`src/rtl/lsu_ctrl_if.sv`:
```
// Request/response and data-memory signal bundle for lsu_ctrl.
// slave is the controller's view; master is the core/memory side.
interface lsu_ctrl_if;
  logic        req_valid;
  logic        req_ready;
  logic        req_we;
  logic [2:0]  req_sel;
  logic [31:0] req_addr;
  logic [31:0] req_wdata;
  logic        mem_en;
  logic        mem_we;
  logic [31:0] mem_addr;
  logic [3:0]  mem_be;
  logic [31:0] mem_wdata;
  logic [31:0] mem_rdata;
  logic        mem_ack;
  logic        rsp_valid;
  logic [31:0] rsp_data;
  logic        rsp_err;

  modport slave (
    input  req_valid, req_we, req_sel, req_addr, req_wdata, mem_rdata, mem_ack,
    output req_ready, mem_en, mem_we, mem_addr, mem_be, mem_wdata,
           rsp_valid, rsp_data, rsp_err
  );

  modport master (
    output req_valid, req_we, req_sel, req_addr, req_wdata, mem_rdata, mem_ack,
    input  req_ready, mem_en, mem_we, mem_addr, mem_be, mem_wdata,
           rsp_valid, rsp_data, rsp_err
  );
endinterface

```
`src/rtl/lsu_ctrl.sv`:
```
// Load/store controller: lane steering, memory handshake with timeout, extended load return.
// Define LSU_MISALIGN_TRAP_EN to trap misaligned half/word accesses instead of ignoring low bits.
module lsu_ctrl #(
  parameter int unsigned TIMEOUT = 255
) (
  input  logic       clk,
  input  logic       reset,
  lsu_ctrl_if.slave  bus,
  output logic       busy
);
  localparam int unsigned AW = 32;
  localparam int unsigned DW = 32;
  localparam int unsigned BW = 4;
  localparam int unsigned SW = 3;
  localparam int unsigned CW = 16;
  localparam logic [CW-1:0] CNT_LAST = CW'(TIMEOUT - 1);

  typedef enum logic [1:0] {IDLE, ACCESS, RESP, ERR} state_t;

  state_t        state_q, state_d;
  logic [CW-1:0] cnt_q, cnt_d;
  logic [SW-1:0] sel_q, sel_d;
  logic [1:0]    off_q, off_d;
  logic          we_q, we_d;

  logic          req_ready_q, req_ready_d;
  logic          mem_en_q, mem_en_d;
  logic          mem_we_q, mem_we_d;
  logic [AW-1:0] mem_addr_q, mem_addr_d;
  logic [BW-1:0] mem_be_q, mem_be_d;
  logic [DW-1:0] mem_wdata_q, mem_wdata_d;
  logic          rsp_valid_q, rsp_valid_d;
  logic          rsp_err_q, rsp_err_d;
  logic [DW-1:0] rsp_data_q, rsp_data_d;
  logic          busy_q, busy_d;

  logic          is_byte, is_half, trap;
  logic [1:0]    req_off;
  logic [BW-1:0] st_be;
  logic [DW-1:0] st_wdata;
  logic [DW-1:0] ld_shift, ld_ext;

  // Request decode: lane offset, store lane mask/replication, misalignment
  always_comb begin
    is_byte  = (bus.req_sel == 3'b000) || (bus.req_sel == 3'b011);
    is_half  = (bus.req_sel == 3'b001) || (bus.req_sel == 3'b100);
    req_off  = 2'b00;
    st_be    = 4'b1111;
    st_wdata = bus.req_wdata;
    if (is_byte) begin
      req_off  = bus.req_addr[1:0];
      st_be    = 4'b0001 << req_off;
      st_wdata = {4{bus.req_wdata[7:0]}};
    end else if (is_half) begin
      req_off  = {bus.req_addr[1], 1'b0};
      st_be    = 4'b0011 << req_off;
      st_wdata = {2{bus.req_wdata[15:0]}};
    end
`ifdef LSU_MISALIGN_TRAP_EN
    trap = (is_half && bus.req_addr[0]) ||
           (!is_byte && !is_half && (bus.req_addr[1:0] != 2'b00));
`else
    trap = 1'b0;
`endif
  end

  // Load extraction from the captured lane offset and size
  always_comb begin
    ld_shift = bus.mem_rdata >> {off_q, 3'b000};
    case (sel_q)
      3'b000:  ld_ext = {{24{ld_shift[7]}}, ld_shift[7:0]};
      3'b001:  ld_ext = {{16{ld_shift[15]}}, ld_shift[15:0]};
      3'b011:  ld_ext = {24'h0, ld_shift[7:0]};
      3'b100:  ld_ext = {16'h0, ld_shift[15:0]};
      default: ld_ext = ld_shift;
    endcase
  end

  // Next state; outputs are registered images of the next state
  always_comb begin
    state_d     = state_q;
    cnt_d       = cnt_q;
    sel_d       = sel_q;
    off_d       = off_q;
    we_d        = we_q;
    mem_addr_d  = mem_addr_q;
    mem_be_d    = mem_be_q;
    mem_wdata_d = mem_wdata_q;
    rsp_data_d  = '0;
    case (state_q)
      IDLE: begin
        if (bus.req_valid && req_ready_q) begin
          sel_d       = bus.req_sel;
          off_d       = req_off;
          we_d        = bus.req_we;
          mem_addr_d  = {bus.req_addr[31:2], 2'b00};
          mem_be_d    = bus.req_we ? st_be : 4'b1111;
          mem_wdata_d = st_wdata;
          cnt_d       = '0;
          state_d     = trap ? ERR : ACCESS;
        end
      end
      ACCESS: begin
        if (bus.mem_ack) begin
          state_d    = RESP;
          rsp_data_d = we_q ? '0 : ld_ext;
        end else if (cnt_q == CNT_LAST) begin
          state_d = ERR;
        end else begin
          cnt_d = cnt_q + CW'(1);
        end
      end
      RESP:    state_d = IDLE;
      ERR:     state_d = IDLE;
      default: state_d = IDLE;
    endcase
    req_ready_d = (state_d == IDLE);
    mem_en_d    = (state_d == ACCESS);
    mem_we_d    = mem_en_d && we_d;
    rsp_valid_d = (state_d == RESP) || (state_d == ERR);
    rsp_err_d   = (state_d == ERR);
    busy_d      = (state_d != IDLE);
  end

  always_ff @(posedge clk) begin
    if (reset) begin
      state_q     <= IDLE;
      cnt_q       <= '0;
      sel_q       <= '0;
      off_q       <= '0;
      we_q        <= 1'b0;
      req_ready_q <= 1'b0;
      mem_en_q    <= 1'b0;
      mem_we_q    <= 1'b0;
      mem_addr_q  <= '0;
      mem_be_q    <= '0;
      mem_wdata_q <= '0;
      rsp_valid_q <= 1'b0;
      rsp_err_q   <= 1'b0;
      rsp_data_q  <= '0;
      busy_q      <= 1'b0;
    end else begin
      state_q     <= state_d;
      cnt_q       <= cnt_d;
      sel_q       <= sel_d;
      off_q       <= off_d;
      we_q        <= we_d;
      req_ready_q <= req_ready_d;
      mem_en_q    <= mem_en_d;
      mem_we_q    <= mem_we_d;
      mem_addr_q  <= mem_addr_d;
      mem_be_q    <= mem_be_d;
      mem_wdata_q <= mem_wdata_d;
      rsp_valid_q <= rsp_valid_d;
      rsp_err_q   <= rsp_err_d;
      rsp_data_q  <= rsp_data_d;
      busy_q      <= busy_d;
    end
  end

  assign bus.req_ready = req_ready_q;
  assign bus.mem_en    = mem_en_q;
  assign bus.mem_we    = mem_we_q;
  assign bus.mem_addr  = mem_addr_q;
  assign bus.mem_be    = mem_be_q;
  assign bus.mem_wdata = mem_wdata_q;
  assign bus.rsp_valid = rsp_valid_q;
  assign bus.rsp_err   = rsp_err_q;
  assign bus.rsp_data  = rsp_data_q;
  assign busy          = busy_q;
endmodule
```
`src/flat_wrapper.sv`:
```
// flat-port wrapper written by rule: the top's interface ports become plain ports
module lsu_ctrl_flat 
#(
  parameter int unsigned TIMEOUT = 255
)
  (clk, reset, busy, bus_req_valid, bus_req_we, bus_req_sel, bus_req_addr, bus_req_wdata, bus_mem_rdata, bus_mem_ack, bus_req_ready, bus_mem_en, bus_mem_we, bus_mem_addr, bus_mem_be, bus_mem_wdata, bus_rsp_valid, bus_rsp_data, bus_rsp_err);
  lsu_ctrl_if bus_i ();
  input  logic clk;
  input  logic reset;
  output logic busy;
  input wire logic [$bits(bus_i.req_valid)-1:0] bus_req_valid;
  input wire logic [$bits(bus_i.req_we)-1:0] bus_req_we;
  input wire logic [$bits(bus_i.req_sel)-1:0] bus_req_sel;
  input wire logic [$bits(bus_i.req_addr)-1:0] bus_req_addr;
  input wire logic [$bits(bus_i.req_wdata)-1:0] bus_req_wdata;
  input wire logic [$bits(bus_i.mem_rdata)-1:0] bus_mem_rdata;
  input wire logic [$bits(bus_i.mem_ack)-1:0] bus_mem_ack;
  output wire logic [$bits(bus_i.req_ready)-1:0] bus_req_ready;
  output wire logic [$bits(bus_i.mem_en)-1:0] bus_mem_en;
  output wire logic [$bits(bus_i.mem_we)-1:0] bus_mem_we;
  output wire logic [$bits(bus_i.mem_addr)-1:0] bus_mem_addr;
  output wire logic [$bits(bus_i.mem_be)-1:0] bus_mem_be;
  output wire logic [$bits(bus_i.mem_wdata)-1:0] bus_mem_wdata;
  output wire logic [$bits(bus_i.rsp_valid)-1:0] bus_rsp_valid;
  output wire logic [$bits(bus_i.rsp_data)-1:0] bus_rsp_data;
  output wire logic [$bits(bus_i.rsp_err)-1:0] bus_rsp_err;
  assign bus_i.req_valid = bus_req_valid;
  assign bus_i.req_we = bus_req_we;
  assign bus_i.req_sel = bus_req_sel;
  assign bus_i.req_addr = bus_req_addr;
  assign bus_i.req_wdata = bus_req_wdata;
  assign bus_i.mem_rdata = bus_mem_rdata;
  assign bus_i.mem_ack = bus_mem_ack;
  assign bus_req_ready = bus_i.req_ready;
  assign bus_mem_en = bus_i.mem_en;
  assign bus_mem_we = bus_i.mem_we;
  assign bus_mem_addr = bus_i.mem_addr;
  assign bus_mem_be = bus_i.mem_be;
  assign bus_mem_wdata = bus_i.mem_wdata;
  assign bus_rsp_valid = bus_i.rsp_valid;
  assign bus_rsp_data = bus_i.rsp_data;
  assign bus_rsp_err = bus_i.rsp_err;
  lsu_ctrl #(.TIMEOUT(TIMEOUT)) u_core (.clk(clk), .reset(reset), .bus(bus_i), .busy(busy));
endmodule
```
`config.mk`:
```
export PLATFORM = sky130hd
export DESIGN_NAME = lsu_ctrl_flat
export DESIGN_NICKNAME = d
export VERILOG_FILES = /design/src/rtl/lsu_ctrl_if.sv /design/src/rtl/lsu_ctrl.sv /design/src/flat_wrapper.sv
export SDC_FILE = /design/constraint.sdc
export NUM_CORES = 1
export LEC_CHECK = 0
export BUFFER_PORTS_ARGS = -buffer_cell sky130_fd_sc_hd__buf_4
export CAP_MARGIN = 40
export CORE_ASPECT_RATIO = 1.1
export CORE_MARGIN = 1
export CORE_UTILIZATION = 49
export DETAILED_ROUTE_END_ITERATION = 10
export PLACE_DENSITY = 0.8
export SLEW_MARGIN = 20
export SYNTH_ARGS = -nofsm -noshare
export SYNTH_HDL_FRONTEND = slang
export SYNTH_SLANG_ARGS = --single-unit
```
`constraint.sdc`:
```
create_clock -name clk -period 1.88 [get_ports clk]
set_input_delay 0.376 -clock clk [delete_from_list [all_inputs] [get_ports clk]]
set_output_delay 0.376 -clock clk [all_outputs]
set_load 0.005 [all_outputs]
```
==> flow_metrics.tcl, run 1 <==
set metrics [dict create \
    rows 40 \
    synth_async_sr_flop_share_pct 0 \
    cts_tree "done" \
    clockBufferDepth 2 \
    syn_avg_cell_area_sq_um 8.40 \
    place.gp.congestion 0.886 \
    synth_warnings 0 \
    start_util_pct 50.5 \
    p_seq_share_pct 41.1 \
    fin_area_sq_um 7770 \
    clk_latency_ns 0.40 \
    ys.flop_type "dfxtp_1" \
    final_hold_viol_count 0 \
    ir_drop_v 0.000503 \
    reg2reg_to "u_core.cnt_q[6]" \
    crit_top_cell "a21oi_1" \
    slowest_stage "or3b_1" \
    syn_area_sq_um 5510 \
    grt_overflow 0 \
    die_area_sq_um 11700 \
    critPathMaxStageDelay_ns 0.50 \
    relSlewSlack_pct 48.4 \
    drcViolationCount 0 \
    clock_skew_ns 0.00575 \
    wl_per_cell_microns 16.0 \
    clockPowerShare_pct 44.7 \
    synth_cell_types 45 \
    power.total_w 0.00707 \
    drt_iter0_markers 278 \
    max_freq_ghz 0.547 \
    min_path_type "in2reg" \
    grt_usage_pct 27.4 \
    slew_violations 0 \
    synth_common_cells "dfxtp_1, nand2_1, a21oi_1, nor2_1, clkbuf_1" \
    core_sq_um 10900 \
    place_ws_ns -0.0489 \
    comb_power_share_pct 14.2 \
    ant_nets 0 \
    crit_arrival_ns 2.15 \
    setup_viol 0 \
    synth_edf_count 0 \
    dp_hpwl_microns 11500 \
    cp-end-kind "flip-flop" \
    root_buffer "clkbuf_16" \
    setup-tns-final_ns 0 \
    drive_gt1_share_pct 32.2 \
    crit_type "reg2reg" \
    cp_top_family "simple AND/OR/NAND/NOR gates" \
    max_cap_viol_count 0 \
    numCtsBuffers 17 \
    worst_pin_slew_ns 0.774 \
    holdWs_ns 0.204 \
    required_ns 2.21 \
    p_sw_w 0.00168 \
    portBuffers 207 \
    worst_slack_ns 0.0529 \
    rrSetupSlack_ns 0.05 \
    grt_pass1_vias 5024 \
    cts-hold-fix-buffers 0 \
    grt_pass1_wl_microns 24500 \
    die_h_microns 113 \
    htree_levels 4 \
    clkTransAtPathRegs_ns 0.06 \
    crit_path_cell_trace "or3b_1 > a21oi_1 > o21ai_2 > or3_1 > a21oi_1" \
    netlist.area_leader.share_pct 46.5 \
    synth_top_area_cell "dfxtp_1" \
    firstDrtPassIters 5 \
    vias 5492 \
    min_period_ns 1.83 \
    synthCells 656 \
    finalWirelength_microns 16100 \
    boundaryPins 210 \
    leakagePower_nw 3.29 \
    setup.worst_path.start "u_core.state_q[0]" \
    antenna_found_initial 0 \
    nNetsFinal 955 \
    worstSetupEndpoint "u_core.cnt_q[6]" \
    die_w_microns 103 \
    diodes 0 \
    powerDensity_nw_per_um2 910 \
    cp.depth 5 \
    clock-sinks 128 \
    vias_per_cell 5.46 \
    reg2reg_from "u_core.state_q[0]" \
    cp.buffers_inverters 0 \
    synth_seq_area_share_pct 46.5 \
    reg2reg_depth 5 \
    status "completed" \
    p_int_w 0.00539 \
    synthToLayoutAreaGrowth_pct 41.0 \
    startpoint_type "flip-flop" \
    synthTopCellsByArea "dfxtp_1, nand2_1, a21oi_1" \
    postPlaceCellArea_sq_um 7180 \
    crit_fanout 7 \
    ys_seq_elements 128 \
    swShare_pct 23.8 \
    grt_max_degree 93 \
    fin_crit_sh_pct 97.2 \
]
-- layer usage --
layer	vias to the layer above	share of wire (%)	track usage (%)
li1	2653	-	-
met1	2596	40	32.3
met2	213	52	47.8
met3	30	5.9	6.05
met4	0	2.2	10.2
met5	-	0	0
-- area by class of cell --
type | count | area, sq um
clock inverter | 7 | 85.1
sequential | 128 | 2560
timing repair buffer | 230 | 1740
tap | 147 | 184
inverter | 7 | 26.3
clock buffer | 22 | 484
multi-input combinational | 465 | 2690
fill | 860 | 3140
-- kinds of logic after synthesis --
logic type                 count (synthesis)  synth area share [%]
muxes                                     33                  6.18
xor gates and xnor gates                  16                  2.54
AOI/OAI and AO/OA                        164                  19.4
DFF                                      128                  46.5
other                                      1                0.0681
buffers and inverters                     64                  5.18
and+or+nand+nor                          248                  19.7
adders and majority gates                  2                 0.454
-- power by group through the flow --
stage	Clock, W	Sequential (W)	Combinational (W)
final	0.00316	0.00291	0.00100
after global placement	0	0.00296	0.000963
after global routing	0.00333	0.00292	0.00108
after floorplan	0	0.00296	0.000499
after CTS	0.00319	0.00291	0.000996
after detailed placement	0	0.00296	0.000990
-- repair_timing --
item                       CTS  global route
gates resized for setup      0             2
setup endpoints to repair    9             2
pin swaps                    1             0
cloned                       0             0
setup buffers                1             0
-- sequential cells by signal, indices dropped and copies added, names as in the netlist, 2 cells and up --
name                  cells
u_core.cnt_q             16
u_core.sel_q              3
u_core.bus.mem_be         4
u_core.bus.mem_wdata     32
u_core.bus.mem_addr      30
u_core.off_q              2
u_core.bus.rsp_data      32
u_core.state_q            2
-- stage by stage --
step / std cells / utilization, %
CTS: 1006 / 71.1
global route: 1006 / 71.2
floorplan: 657 / -
finish: 1006 / 71.2
global placement: 976 / 65.8
detailed placement: 976 / 65.8
-- worst min-delay path by stage --
stage / from / endpoint / depth (start not counted)
2_1_floorplan: u_core.we_q / u_core.we_q / 2
3_3_place_gp: u_core.bus.mem_addr[17] / u_core.bus.mem_addr[17] / 2
3_5_place_dp: u_core.bus.mem_wdata[2] / u_core.bus.mem_wdata[2] / 2
4_1_cts: bus_req_we / u_core.bus.mem_be[3] / 2
5_1_grt: bus_req_we / u_core.bus.mem_be[3] / 2
6_report: bus_req_we / u_core.bus.mem_be[2] / 2
-- placed cells by master, fill, tap and decap left out, types with 2 or more instances in the layout --
cell type,count
xnor2_1,4
clkbuf_8,4
nor2_1,68
inv_1,7
a22o_1,8
nor3_1,5
a221oi_1,8
a22oi_1,2
buf_4,229
a211oi_1,32
or3_1,3
dfxtp_1,128
o32ai_1,2
a311oi_1,12
mux2i_1,25
clkbuf_16,17
o21ai_2,2
a21oi_1,72
o21ai_1,4
nand2b_1,5
o21ai_0,13
nor2b_1,12
a211oi_2,2
ha_1,2
conb_1,2
clkinv_2,5
nand4_1,6
xor2_1,12
and3_1,3
bufinv_16,2
o211ai_1,4
mux2_2,8
nand3_1,7
nand2_1,128
Note: power is estimated with default switching activity, not from simulation.
==> inputs of run 2 (changes only) <==
--- a/config.mk
+++ b/config.mk
@@ -5,13 +5,13 @@
 export SDC_FILE = /design/constraint.sdc
 export NUM_CORES = 1
 export LEC_CHECK = 0
-export BUFFER_PORTS_ARGS = -buffer_cell sky130_fd_sc_hd__buf_4
 export CAP_MARGIN = 40
-export CORE_ASPECT_RATIO = 1.1
+export CORE_ASPECT_RATIO = 2
 export CORE_MARGIN = 1
-export CORE_UTILIZATION = 49
+export CORE_UTILIZATION = 55
 export DETAILED_ROUTE_END_ITERATION = 10
-export PLACE_DENSITY = 0.8
+export DONT_BUFFER_PORTS = 1
+export PLACE_DENSITY = 0.7
 export SLEW_MARGIN = 20
 export SYNTH_ARGS = -nofsm -noshare
 export SYNTH_HDL_FRONTEND = slang
==> run 2 against run 1 <==
  * Cell area shrank 20%
  * Clock skew grew 0.0065 ns
  * Maximum frequency grew 5.9%
  * Largest power group unchanged
==> flow_metrics.tcl, run 2 (synthesized netlist as in run 1, its figures left out) <==
set metrics [dict create \
    min_period_ns 1.72 \
    setup_viol 0 \
    htree_levels 4 \
    status "completed" \
    slowest_stage "or3b_1" \
    leakagePower_nw 2.22 \
    start_util_pct 56.4 \
    antenna_found_initial 0 \
    grt_setup_unrepaired "no" \
    required_ns 2.15 \
    grt_usage_pct 27.3 \
    clock_skew_ns 0.0122 \
    ir_drop_v 0.000856 \
    max_cap_viol_count 0 \
    crit_fanout 7 \
    clock-sinks 128 \
    setup-tns-final_ns 0 \
    wl_per_cell_microns 18.1 \
    nNetsFinal 747 \
    vias 4643 \
    numCtsBuffers 17 \
    diodes 0 \
    clk_latency_ns 0.41 \
    max_freq_ghz 0.580 \
    crit_type "reg2reg" \
    min_path_type "in2reg" \
    grt_max_degree 80 \
    die_h_microns 144 \
    die_w_microns 72.8 \
    clockBufferDepth 2 \
    layout_common_cells "nand2_1, dfxtp_1, a21oi_1" \
    fillCellCount 834 \
    startpoint_type "flip-flop" \
    grt_pass1_vias 4381 \
    synthToLayoutAreaGrowth_pct 12.6 \
    cp-end-kind "flip-flop" \
    power.total_w 0.00663 \
    dp_hpwl_microns 10400 \
    die_area_sq_um 10400 \
    cp_top_family "simple AND/OR/NAND/NOR gates" \
    boundaryPins 210 \
    drive_gt1_share_pct 11.2 \
    relSlewSlack_pct 61.0 \
    cts_setup_buffers 0 \
    core_sq_um 9760 \
    clkTransAtPathRegs_ns 0.06 \
    rows 51 \
    crit_arrival_ns 2.00 \
    drt_iter0_markers 242 \
    root_buffer "clkbuf_16" \
    fin_crit_sh_pct 91.8 \
    drcViolationCount 0 \
    slew_violations 0 \
    finalWirelength_microns 14300 \
    powerDensity_nw_per_um2 1070 \
    cp.buffers_inverters 0 \
    cts_tree "done" \
    grt_pass1_wl_microns 21700 \
    crit_path_cell_trace "or3b_1 > a21oi_1 > nand4_1 > xor2_1 > nor2_1" \
    place.gp.congestion 0.884 \
    grt_overflow 0 \
    worst_pin_slew_ns 0.586 \
    final_hold_viol_count 0 \
    critPathMaxStageDelay_ns 0.50 \
    vias_per_cell 5.91 \
    firstDrtPassIters 5 \
    portBuffers 0 \
    ant_nets 0 \
]
## run 2: final cells by class
cell class	instances	area [sq um]	area share [%]
multi-input combinational	465	2700	43.5
sequential	128	2560	41.3
clock buffer	18	439	7.08
timing repair buffer	22	175	2.83
tap	132	165	2.66
clock inverter	14	134	2.16
inverter	7	26.3	0.424
## run 2: per-layer routing
metal  part of all wire (%)  global-route usage [%]  vias up
met1                     34                    26.2     2179
met3                    6.6                    7.50       25
met4                    3.4                    14.6        0
li1                       -                       -     2247
met5                      0                       0        -
met2                     56                    51.0      192
## run 2: repair_timing
action	4_1_cts	5_1_grt
setup endpoints to repair	0	7
hold buffers	0	0
resized for setup	0	3
## run 2: where the power goes
group	total (W)	leakage [nW]	internal, W	switching, W
Combinational	0.000570	0.908	0.000245	0.000326
Sequential	0.00294	1.04	0.00283	0.000104
Clock	0.00312	0.271	0.00187	0.00125
Total	0.00663	2.22	0.00495	0.00168
## run 2: worst paths after layout
kind	from	to	slack (ns)	cells past startpoint
setup / recovery	u_core.state_q[0]	u_core.cnt_q[11]	0.16	5
hold reg to reg	u_core.bus.mem_addr[28]	u_core.bus.mem_addr[28]	0.47	2
setup reg to reg	u_core.state_q[0]	u_core.cnt_q[11]	0.16	5
hold / removal	reset	u_core.bus.mem_be[0]	0.04	1
## run 2: worst reg2reg max path: stages, from the launching register on
cell and delay, ns:
dfxtp_1 0.38, or3b_1 0.50, a21oi_1 0.32, nand4_1 0.17, xor2_1 0.17, nor2_1 0.06
## run 2: per-stage QoR
stage / hold WS [ns] / cells / util, % / instance area [sq um] / worst slack (ns)
final: 0.0368 / 786 / 63.5 / 6200 / 0.155
after global routing: 0.0228 / 786 / 63.5 / 6200 / 0.0279
after CTS: 0.0231 / 786 / 63.4 / 6190 / 0.107
after detailed placement: 0.454 / 754 / 57.5 / 5610 / 0.154
after global placement: 0.454 / 752 / 57.4 / 5600 / 0.0449
after floorplan: 0.444 / 657 / - / 5510 / 0.166
==> inputs of run 3 (changes only) <==
--- a/config.mk
+++ b/config.mk
@@ -6,7 +6,6 @@
 export NUM_CORES = 1
 export LEC_CHECK = 0
 export CAP_MARGIN = 40
-export CORE_ASPECT_RATIO = 2
 export CORE_MARGIN = 1
 export CORE_UTILIZATION = 55
 export DETAILED_ROUTE_END_ITERATION = 10
==> run 3 against run 2 <==
  * Clock skew fell by 0.0065 ns
  * Non-clock buffer count rose by 39
  * Global-route usage fell by 0.89 points
  * Worst hold slack got worse by 0.025 ns
  * Critical endpoint unchanged
==> flow_metrics.tcl, run 3 (synthesized netlist as in run 1, its figures left out) <==
set metrics [dict create \
    max_cap_viol_count 0 \
    rows 36 \
    slowest_stage "or3b_1" \
    crit_path_cell_trace "or3b_1 > a21oi_1 > nand4_1 > xor2_1 > nor2_1" \
    synthToLayoutAreaGrowth_pct 21.6 \
    die_w_microns 102 \
    finalWirelength_microns 14200 \
    leakagePower_nw 2.44 \
    nNetsFinal 786 \
    grt_pass1_wl_microns 21300 \
    fin_crit_sh_pct 91.8 \
    clkTransAtPathRegs_ns 0.06 \
    crit_arrival_ns 2.14 \
    layout_common_cells "nand2_1, dfxtp_1, a21oi_1" \
    crit_fanout 7 \
    clock_skew_ns 0.00571 \
    clk_latency_ns 0.52 \
    min_period_ns 1.73 \
    place.gp.congestion 0.789 \
    fin_area_sq_um 6700 \
    grt_setup_unrepaired "no" \
    clock-sinks 128 \
    firstDrtPassIters 5 \
    dp_cells 750 \
    final_cell_count_no_fill 826 \
    grt_overflow 0 \
    setup-tns-final_ns 0 \
    postPlaceCellArea_sq_um 5580 \
    start_util_pct 56.6 \
    cp-end-kind "flip-flop" \
    final_core_util_pct 68.9 \
    max_freq_ghz 0.579 \
    portBuffers 0 \
    startpoint_type "flip-flop" \
    fillCellCount 745 \
    vias 4737 \
    drive_gt1_share_pct 9.52 \
    core_sq_um 9730 \
    cts_tree "done" \
    die_h_microns 102 \
    required_ns 2.29 \
    htree_levels 4 \
    clockBufferDepth 2 \
    grt_usage_pct 26.4 \
    diodes 0 \
    antenna_found_initial 0 \
    power.total_w 0.00723 \
    dp_hpwl_microns 9230 \
    ir_drop_v 0.000594 \
    wl_per_cell_microns 17.2 \
    root_buffer "clkbuf_8" \
    powerDensity_nw_per_um2 1080 \
    grt_max_degree 77 \
    numCtsBuffers 17 \
    setup_viol 0 \
    final_hold_viol_count 0 \
    drt_iter0_markers 262 \
    ant_nets 0 \
    boundaryPins 210 \
    min_path_type "in2reg" \
    critPathMaxStageDelay_ns 0.50 \
    crit_type "reg2reg" \
    status "completed" \
    slew_violations 0 \
    vias_per_cell 5.73 \
    grt_pass1_vias 4286 \
    die_area_sq_um 10400 \
    drcViolationCount 0 \
]
==> run 3: changes by cell type in the layout (fill, tap and decap cells not counted), moves of 2 or more <==
cell and change:
bufinv_16 +4, inv_6 -2, dlygate4sd3_1 +42, clkinvlp_4 -3, clkinv_4 -3, buf_4 -3, clkbuf_8 +5
==> run 3: where the power goes <==
group / internal, W / switching [W] / total [W]
combinational: 0.000301 / 0.000364 / 0.000665
sequential: 0.00284 / 0.000102 / 0.00294
clock: 0.00246 / 0.00117 / 0.00363
total: 0.00560 / 0.00163 / 0.00723
==> run 3: layout make-up <==
class	count	area, sq um	share of cell area, %
multi-input combinational	465	2690	40.1
timing repair buffer	61	596	8.89
clock inverter	9	176	2.63
tap	133	166	2.48
clock buffer	23	487	7.27
inverter	7	26.3	0.392
sequential	128	2560	38.3
==> run 3: final timing paths <==
kind | start | end | slack (ns) | cells past startpoint
worst min register to register | u_core.bus.mem_addr[21] | u_core.bus.mem_addr[21] | 0.48 | 2
worst min-delay path | bus_mem_rdata[31] | u_core.bus.rsp_data[31] | 0.01 | 2
worst max register to register | u_core.state_q[0] | u_core.cnt_q[11] | 0.15 | 5
worst max-delay path | u_core.state_q[0] | u_core.cnt_q[11] | 0.15 | 5
==> run 3: per-layer routing <==
| metal | global-route usage, % | vias up | routed length [microns] |
|---|---|---|---|
| li1 | - | 2311 | - |
| met1 | 32.3 | 2172 | 5740 |
| met2 | 42.9 | 223 | 6790 |
| met3 | 7.52 | 31 | 1350 |
| met4 | 12.3 | 0 | 331 |
| met5 | 0 | - | 0 |
==> run 3: repair_timing <==
action	4_1_cts	5_1_grt
gates resized for setup	0	0
hold buffers	43	0
setup endpoints to repair	0	13
hold endpoints to repair	78	0
buffers inserted	0	1
==> run 3: critical path, delay by kind of cell, from the launching register on <==
family          cells  cell delay [ns]
compound gates      1             0.34
xor+xnor            1             0.16
simple gates        3             0.73
flops               1             0.38
==> run 3: metrics by stage <==
stage               hold slack, ns  setup slack [ns]
floorplan                    0.444             0.166
global placement             0.448            0.0489
detailed placement           0.455            0.0473
CTS                       0.000627            0.0244
global route               0.00866          0.000759
finish                      0.0120             0.153
